<file path="src/rtl/sisc_seq.sv">
// Multi-cycle FETCH/DECODE/EXECUTE/MEM/WRITEBACK sequencer for the SISC datapath.
// Owns pc and ir; datapath enables are decoded from the registered state and ir.
module sisc_seq #(
  parameter int unsigned     PC_W   = 16,
  parameter logic [PC_W-1:0] RST_PC = '0
) (
  input  logic            clk,
  input  logic            rst_f,
  input  logic [31:0]     imem_data,
  input  logic [3:0]      stat,
  output logic [PC_W-1:0] imem_addr,
  output logic [31:0]     ir,
  output logic            rf_we,
  output logic [1:0]      alu_op,
  output logic            wb_sel,
  output logic            stat_en,
  output logic            rb_sel,
  output logic            dm_we,
  output logic            halted,
  output logic [2:0]      state
);

  typedef enum logic [2:0] {
    ST_START   = 3'd0,
    ST_FETCH   = 3'd1,
    ST_DECODE  = 3'd2,
    ST_EXECUTE = 3'd3,
    ST_MEM     = 3'd4,
    ST_WB      = 3'd5,
    ST_HALT    = 3'd7
  } state_t;

  localparam logic [3:0] OP_ALUR = 4'h1;
  localparam logic [3:0] OP_ALUI = 4'h2;
  localparam logic [3:0] OP_LOD  = 4'h3;
  localparam logic [3:0] OP_STR  = 4'h4;
  localparam logic [3:0] OP_BRA  = 4'h5;
  localparam logic [3:0] OP_BRR  = 4'h6;
  localparam logic [3:0] OP_BNE  = 4'h7;
  localparam logic [3:0] OP_BNR  = 4'h8;
  localparam logic [3:0] OP_HLT  = 4'hF;

  state_t                  state_q, state_d;
  logic [PC_W-1:0]         pc_q, pc_d;
  logic [31:0]             ir_q, ir_d;

  logic [3:0]              opcode;
  logic [3:0]              mm;
  logic                    taken;
  logic signed [15:0]      br_off16;
  logic [PC_W-1:0]         br_off;

  assign opcode   = ir_q[31:28];
  assign mm       = ir_q[27:24];
  assign br_off16 = ir_q[15:0];
  // Signed size cast sign-extends the 16-bit displacement to the pc width.
  assign br_off   = PC_W'(br_off16);

  always_comb begin
    taken = 1'b0;
    case (opcode)
      OP_BRA, OP_BRR: taken = (mm == 4'd0) || ((mm & stat) != 4'd0);
      OP_BNE, OP_BNR: taken = ((mm & stat) == 4'd0);
      default:        taken = 1'b0;
    endcase
  end

  always_comb begin
    state_d = state_q;
    pc_d    = pc_q;
    ir_d    = ir_q;
    case (state_q)
      ST_START: state_d = ST_FETCH;
      ST_FETCH: begin
        ir_d    = imem_data;
        pc_d    = pc_q + PC_W'(1);
        state_d = ST_DECODE;
      end
      ST_DECODE: state_d = (opcode == OP_HLT) ? ST_HALT : ST_EXECUTE;
      ST_EXECUTE: begin
        // pc already points past this instruction, so relative branches add to it.
        if (taken) begin
          case (opcode)
            OP_BRA, OP_BNE: pc_d = ir_q[PC_W-1:0];
            OP_BRR, OP_BNR: pc_d = pc_q + br_off;
            default:        pc_d = pc_q;
          endcase
        end
        state_d = ST_MEM;
      end
      ST_MEM:  state_d = ST_WB;
      ST_WB:   state_d = ST_FETCH;
      ST_HALT: state_d = ST_HALT;
      default: state_d = ST_START;
    endcase
  end

  always_ff @(posedge clk) begin
    if (!rst_f) begin
      state_q <= ST_START;
      pc_q    <= RST_PC;
      ir_q    <= '0;
    end else begin
      state_q <= state_d;
      pc_q    <= pc_d;
      ir_q    <= ir_d;
    end
  end

  always_comb begin
    rf_we   = 1'b0;
    alu_op  = 2'b00;
    wb_sel  = 1'b0;
    stat_en = 1'b0;
    rb_sel  = 1'b0;
    dm_we   = 1'b0;
    halted  = 1'b0;
    case (state_q)
      ST_EXECUTE: begin
        case (opcode)
          OP_ALUR: stat_en = 1'b1;
          OP_ALUI: begin
            alu_op  = 2'b01;
            stat_en = 1'b1;
          end
          OP_LOD: alu_op = 2'b11;
          OP_STR: begin
            alu_op = 2'b11;
            rb_sel = 1'b1;
          end
          default: ;
        endcase
      end
      ST_MEM: begin
        case (opcode)
          OP_LOD: alu_op = 2'b11;
          OP_STR: begin
            alu_op = 2'b11;
            rb_sel = 1'b1;
            dm_we  = 1'b1;
          end
          default: ;
        endcase
      end
      ST_WB: begin
        case (opcode)
          OP_ALUR, OP_ALUI: begin
            rf_we  = 1'b1;
            wb_sel = 1'b1;
          end
          OP_LOD:  rf_we = 1'b1;
          default: ;
        endcase
      end
      ST_HALT: halted = 1'b1;
      default: ;
    endcase
  end

  assign imem_addr = pc_q;
  assign ir        = ir_q;
  assign state     = state_q;

endmodule

</file>
<file path="config.mk">
export PLATFORM = sky130hd
export DESIGN_NAME = sisc_seq
export DESIGN_NICKNAME = d
export VERILOG_FILES = /design/src/rtl/sisc_seq.sv
export SDC_FILE = /design/constraint.sdc
export NUM_CORES = 1
export LEC_CHECK = 0
export CAP_MARGIN = 10
export CORE_MARGIN = 2
export CORE_UTILIZATION = 35
export CTS_CLUSTER_DIAMETER = 50
export DETAILED_ROUTE_END_ITERATION = 8
export PLACE_DENSITY_LB_ADDON = 0.1
export SYNTH_ARGS = -nofsm -noshare
export SYNTH_HDL_FRONTEND = slang
export SYNTH_SLANG_ARGS = --single-unit
</file>
<file path="constraint.sdc">
create_clock -name clk -period 2.2 [get_ports clk]
set_input_delay 0.44 -clock clk [delete_from_list [all_inputs] [get_ports clk]]
set_output_delay 0.44 -clock clk [all_outputs]
set_load 0.02 [all_outputs]
</file>
**Yosys cells after proc, flatten, opt, wreduce, memory -nomap -nowiden**

Index checks and enable logic that the tools add are counted.

- Bits in registers: 51
- Input bits: 38
- Logic and storage cells: 57
- Output and inout port bits: 59

- Equal/unequal tests: 17
- Add/sub/neg operators: 2
- Bitwise operators: 1
- Multiplexer cells: 18
- Reduce and logical (&&, ||, !) cells: 16

Operators with widths:

| cell | number |
|---|---|
| 16-bit case mux with 2 select lines | 2 |
| 3-bit case mux with 6 select lines | 1 |
| 16-bit by 1-bit adder with 16-bit output (second input constant) | 1 |
| 16-bit adder | 1 |
| 4-bit by 3-bit equality test with 1-bit output (second input constant) | 4 |
| 16-bit two-way mux | 1 |
| 2-bit OR reduction | 8 |
| 3-bit equality test (second input constant) | 3 |
| 1-bit two-way mux | 9 |
| 4-bit by 2-bit equality test with 1-bit output (second input constant) | 2 |
| 4-bit equality test (second input constant) | 2 |
| 4-bit logical NOT | 2 |
| 2-bit case mux with 2 select lines | 2 |
| 3-bit by 2-bit equality test with 1-bit output (second input constant) | 2 |
| 4-bit AND | 1 |
| 4-bit by 1-bit equality test with 1-bit output (second input constant) | 1 |
| 4-bit nonzero test | 1 |
| 3-bit by 1-bit equality test with 1-bit output (second input constant) | 1 |
| 3-bit logical NOT | 1 |
| 3-bit two-way mux | 1 |
| 3-bit by 1-bit != test with 1-bit output (second input constant) | 1 |
| 3-bit AND reduction | 1 |
| 3-bit OR reduction | 1 |
| 2-bit two-way mux | 1 |
| 4 further kinds | 4 |

**Longest topological paths before layout**

- Depth after elaboration: 6
- Mapped depth: 9
- Mapped depth without buffers: 8

**Worst setup path after synthesis**

OpenSTA, ideal clock, no wires.

- Kind: register to output
- Start point: register ir_q[28] (netlist: ir[28])
- End point: output port wb_sel
- Setup slack: -106 ps
- Cell stages (with the launch flop): 5
- Buffers on the path: 1
- Data arrival time: 1,866 ps
- Path through: dfxtp_1 buf_2 o21ai_0 nor3_1 a21boi_0

- Word-level cells in the longest chain between the ends: 4
- Elaborated cells on any way between the ends: 5

RTL lines:

| element | RTL line | RTL |
|---|---|---|
| start: declaration | 45 | `logic [31:0] ir_q, ir_d;` |
| start signal: assignment | 106 | `ir_q <= ir_d;` |
| 4-bit by 1-bit equality test with 1-bit output / 4-bit by 2-bit equality test with 1-bit output (equally long branches) | 146 | `case (opcode)` |
| 2-bit OR reduction (no line) (*) | -- |  |
| 1-bit two-way mux (*) | 146 |  |
| 1-bit two-way mux (*) | 118 | `case (state_q)` |
| end: declaration | 15 | `output logic wb_sel,` |

Every way passes the cells marked *; elsewhere a longest branch is shown, timed or not.

**Final worst setup path**

- Start point: register ir_q[0] (netlist: ir[0])
- End point: register pc_q[12] (netlist: imem_addr[12])

- Word-level cells in the longest chain between the ends: 4

RTL lines:

| element | RTL line | RTL |
|---|---|---|
| 16-bit adder | 85 | `OP_BRR, OP_BNR: pc_d = pc_q + br_off;` |
| 16-bit case mux with 2 select lines | 83 | `case (opcode)` |
| 16-bit two-way mux | 82 | `if (taken) begin` |
| 16-bit case mux with 2 select lines | 72 | `case (state_q)` |
| end signal: assignment | 105 | `pc_q <= pc_d;` |
| end: declaration | 44 | `logic [PC_W-1:0] pc_q, pc_d;` |

No other way between the ends. The select of a mux whose other input is x is not followed.
A chain may end at the register's enable or synchronous reset.

==> results.txt <==
The fill cell total of the finished layout came out at 966. The max-slew violation count is 0. After synthesis, the cell types taking the most area are sky130_fd_sc_hd__dfxtp_1 (30%), sky130_fd_sc_hd__nand2_1 (10%), sky130_fd_sc_hd__a21boi_0 (7.7%), sky130_fd_sc_hd__ha_1 (5.8%), sky130_fd_sc_hd__a21oi_1 (4.5%). The flow ran to the end, and the final reports show no timing, DRC or antenna violations.

Across all setup checks in the final design, the least slack found is 0.03284 ns. The number of placed instances, taps included came out at 746. Static timing analysis puts the maximum clock frequency at 0.4614 GHz. In this run the cell area of the synthesized design comes to 3423 sq um. For this run, design rule violations remaining after detail routing come to 0. The actual transition at the worst max-transition pin came out at 0.5035 ns. After clock tree synthesis, the clock-pin slew on the worst setup and hold paths is 0.10 ns.

For the worst setup path, the data required time is 2.47 ns. The placer congestion estimate came out at 0.8833. For this block, the initial DRC count from the detailed router was 215. The post-synth net total came out at 512. The initial antenna violation count came to 0. Overall power consumption after layout is estimated at 2.496 mW.

The number of buffers on the longest clock path came out at 2. Leaving out fill and tap cells, the most frequent cell in the layout is sky130_fd_sc_hd__nand2_1. On the worst path, the slowest cell contributes a delay of 0.44 ns. The post-route minimum period came out at 2.167 ns.

The worst setup path is launched from a register. The highest net fanout along the worst path is 3. Measured along the y axis, the die boundary spans 102.9 microns. The layout overhead on the synthesized area came out at 55.96%. The synthesized instance count is 457. The synthesized design spends more area on one cell type than any other, namely sky130_fd_sc_hd__dfxtp_1. The global-route usage over all layers is 22.27%. The data arrival time of the worst path is 2.44 ns. The via count of the first global-routing pass was 3663.

The share of layout cells above drive strength 1 is 23.32%. In the synthesized netlist the dominant register cell turns out to be sky130_fd_sc_hd__dfxtp_1. Timing analysis after detailed placement gives a worst setup slack of -0.1485 ns. The most numerous cell on the critical path is sky130_fd_sc_hd__a21oi_2.

Dividing total power by cell area gives a power density of 467.6 nW/um^2. The total of endpoints with negative setup slack in the final report is 0. Setup repair after global routing could not meet its margin everywhere.

The average size of a mapped cell came out at 7.491 sq um. The worst setup path is of the reg -> reg kind. The remaining antenna violation count came out at 0. The kind of cell with the highest combined delay along the critical path is compound AO/OA/AOI/OAI gates. The standard-cell row count came out at 36. The signal on the critical path passes through ha_2, fa_2, a21oi_2, o211ai_1, a21oi_2, or4_1, a31oi_1, a31o_1. TritonCTS built the clock tree. Of the synthesized area, sequential elements account for 29.82%. The net count reported at finish came out at 680. The via count is 3952. The global-route wire length before repair is 18.51 mm. The register share of total power is 41.1%. Clock tree synthesis selected as its root buffer the cell sky130_fd_sc_hd__clkbuf_8. The number of warnings reported in the yosys synthesis log came out at 0.

The clock reaches the later pin of the worst-skew pair after 0.32 ns. The die outline width came out at 102.9 microns. The min-delay analysis places its worst path in the category reg -> reg.

The post-synthesis sequential element count came out at 51. The element type at the critical path end is a register. In the layout the commonest cells are sky130_fd_sc_hd__nand2_1 (93), sky130_fd_sc_hd__clkdlybuf4s50_1 (89), sky130_fd_sc_hd__buf_4 (87), sky130_fd_sc_hd__dfxtp_1 (37), sky130_fd_sc_hd__a21boi_0 (34). The clock network is responsible for 28.4% of the overall power. The critical path crosses 8 cells after its start point. The area enclosed by the die boundary is 10590 sq um. The buffering stage count on the worst path with inverters included came out at 0. The static leakage came out at 2.071 nW. Hold repair after CTS inserted 0 buffers. The post-route setup TNS came out at 0 ns.

The total inserted antenna cells came out at 0. The fraction of synthesized cell area taken by the top area cell type came out at 29.82%. The I/O pin total came out at 97. The worst max-slew margin expressed relative to the limit is 66.23%. Leaving out filler cells and counting taps, the final layout contains 759.

After synthesis, the share of flip-flops with an asynchronous set or reset is 0%. The net switching power figure came out at 0.7754 mW. In this run the standard cell core region covers 9639 sq um. The count of input and output buffers came out at 96. The number of failing hold endpoints at the final stage was 0. In this run the number of H-tree levels came out at 2.

The count of unique library cells instantiated by Yosys is 61. The detail-routed via count per cell is 5.207. Among all stages on the critical path, the largest delay is contributed by sky130_fd_sc_hd__o211ai_1.

The routed wire length per instance came out at 15.11 microns. The final wirelength is 11.47 mm. At the end of the flow the core is filled with cells to 55.39%. The detailed placer's ending HPWL is 8.897 mm. The clock arrives with 0.009443 ns of skew. The global route total overflow is 0. The max-capacitance violation count came out at 0. The number of buffers created by CTS is 5.

The number of cells on the worst reg-to-reg path came out at 8. Net switching is 31.06% of the power. The share of total power in combinational logic came out at 30.5%. The number of synthesized flops with an enable pin came out at 0.

Clock tree synthesis found a total of 51 sinks. The maximum number of pins on one net before global-route repair came out at 31. The share of the clock period used by the worst path is 98.51%. The starting utilization of the core area came out at 35.51%. The cell depth of the worst hold path came out at 2. The worst-case IR drop observed on VDD is 0.0002399 V.

The pre-antenna-repair detailed-routing pass consisted of 5 iterations. The cell-internal power came out at 1.721 mW.
## what timing repair did
item | 4_1_cts | 5_1_grt
setup buffers | 2 | 3
pin swaps | 5 | 12
resized for setup | 18 | 28
setup endpoints to repair | 10 | 18
endpoints found under the hold margin | 0 | 0
## sequential cells by signal, summed over array words and instances, names as in the netlist
name       count
imem_addr     16
ir            32
state          3
## area by class of cell
cell class              instances  area (sq um)  area share, %
clock inverters                 2         35.03         0.6562
inverters                      10         37.54         0.7031
repair buffers                184          1618          30.30
well taps                     133         166.4          3.117
multi-input cells             373          2359          44.18
clock buffers                   6         82.58          1.547
flip-flops and latches         51          1041          19.50
## cells by family (layout without fill, tap and decap cells)
group	count (synthesis)	count (layout)	share of synthesized area, %
simple gates	192	192	26.28
compound gates	149	149	29.35
flops	51	51	29.82
buf+inv	33	202	4.094
fa+ha+maj	17	17	6.433
xor+xnor	10	10	2.558
mux	5	5	1.462
## per-layer routing
metal,share of wire [%],vias up,wire (microns),track usage (%)
li1,-,1991,-,-
met3,5.5,16,628,3.729
met4,1.7,0,192,5.567
met5,0,-,0,0
met2,47,122,5444,36.91
met1,45,1823,5203,30.22
## power by group through the flow
stage | combinational (mW) | sequential [mW] | clock [mW]
3_3_place_gp | 0.748 | 1.04 | 0
4_1_cts | 0.756 | 1.02 | 0.738
3_5_place_dp | 0.752 | 1.04 | 0
5_1_grt | 0.832 | 1.04 | 0.768
6_report | 0.761 | 1.03 | 0.709
2_1_floorplan | 0.292 | 1.12 | 0
## metrics by stage
| step | area [sq um] | hold slack [ns] |
|---|---|---|
| floorplan | 3440 | 0.5114 |
| global placement | 5102 | 0.4490 |
| detailed placement | 5102 | 0.4581 |
| CTS | 5250 | 0.4729 |
| global route | 5339 | 0.4941 |
| finish | 5339 | 0.4661 |
## synthesized netlist by cell type (4+ instances only)
master / number
sky130_fd_sc_hd__a21oi_1: 31
sky130_fd_sc_hd__mux2i_1: 5
sky130_fd_sc_hd__nor4_1: 5
sky130_fd_sc_hd__a21boi_0: 35
sky130_fd_sc_hd__o21ai_0: 28
sky130_fd_sc_hd__ha_1: 16
sky130_fd_sc_hd__or4_1: 4
sky130_fd_sc_hd__o21ai_1: 4
sky130_fd_sc_hd__nand2_1: 93
sky130_fd_sc_hd__o31ai_1: 4
sky130_fd_sc_hd__a211oi_1: 4
sky130_fd_sc_hd__xnor2_1: 6
sky130_fd_sc_hd__or3_1: 6
sky130_fd_sc_hd__buf_2: 4
sky130_fd_sc_hd__clkbuf_1: 17
sky130_fd_sc_hd__dfxtp_1: 51
sky130_fd_sc_hd__nor2_1: 28
sky130_fd_sc_hd__xor2_1: 4
sky130_fd_sc_hd__nand3_1: 19
sky130_fd_sc_hd__nand4_1: 8
sky130_fd_sc_hd__a31oi_1: 7
sky130_fd_sc_hd__inv_1: 10
sky130_fd_sc_hd__o211ai_1: 6
sky130_fd_sc_hd__nor3_1: 10
## final timing paths
check	from	end	slack, ns
min reg2reg	ir[18]	ir[18]	0.47
max	ir[0]	imem_addr[12]	0.03
min	ir[18]	ir[18]	0.47
max reg2reg	ir[0]	imem_addr[12]	0.03
## worst min-delay path, stage by stage (launching register included)
cell                       delay [ns]
sky130_fd_sc_hd__dfxtp_1         0.32
sky130_fd_sc_hd__nand2_1         0.05
sky130_fd_sc_hd__a21boi_0        0.06
Power figures use the tool's default switching activity.
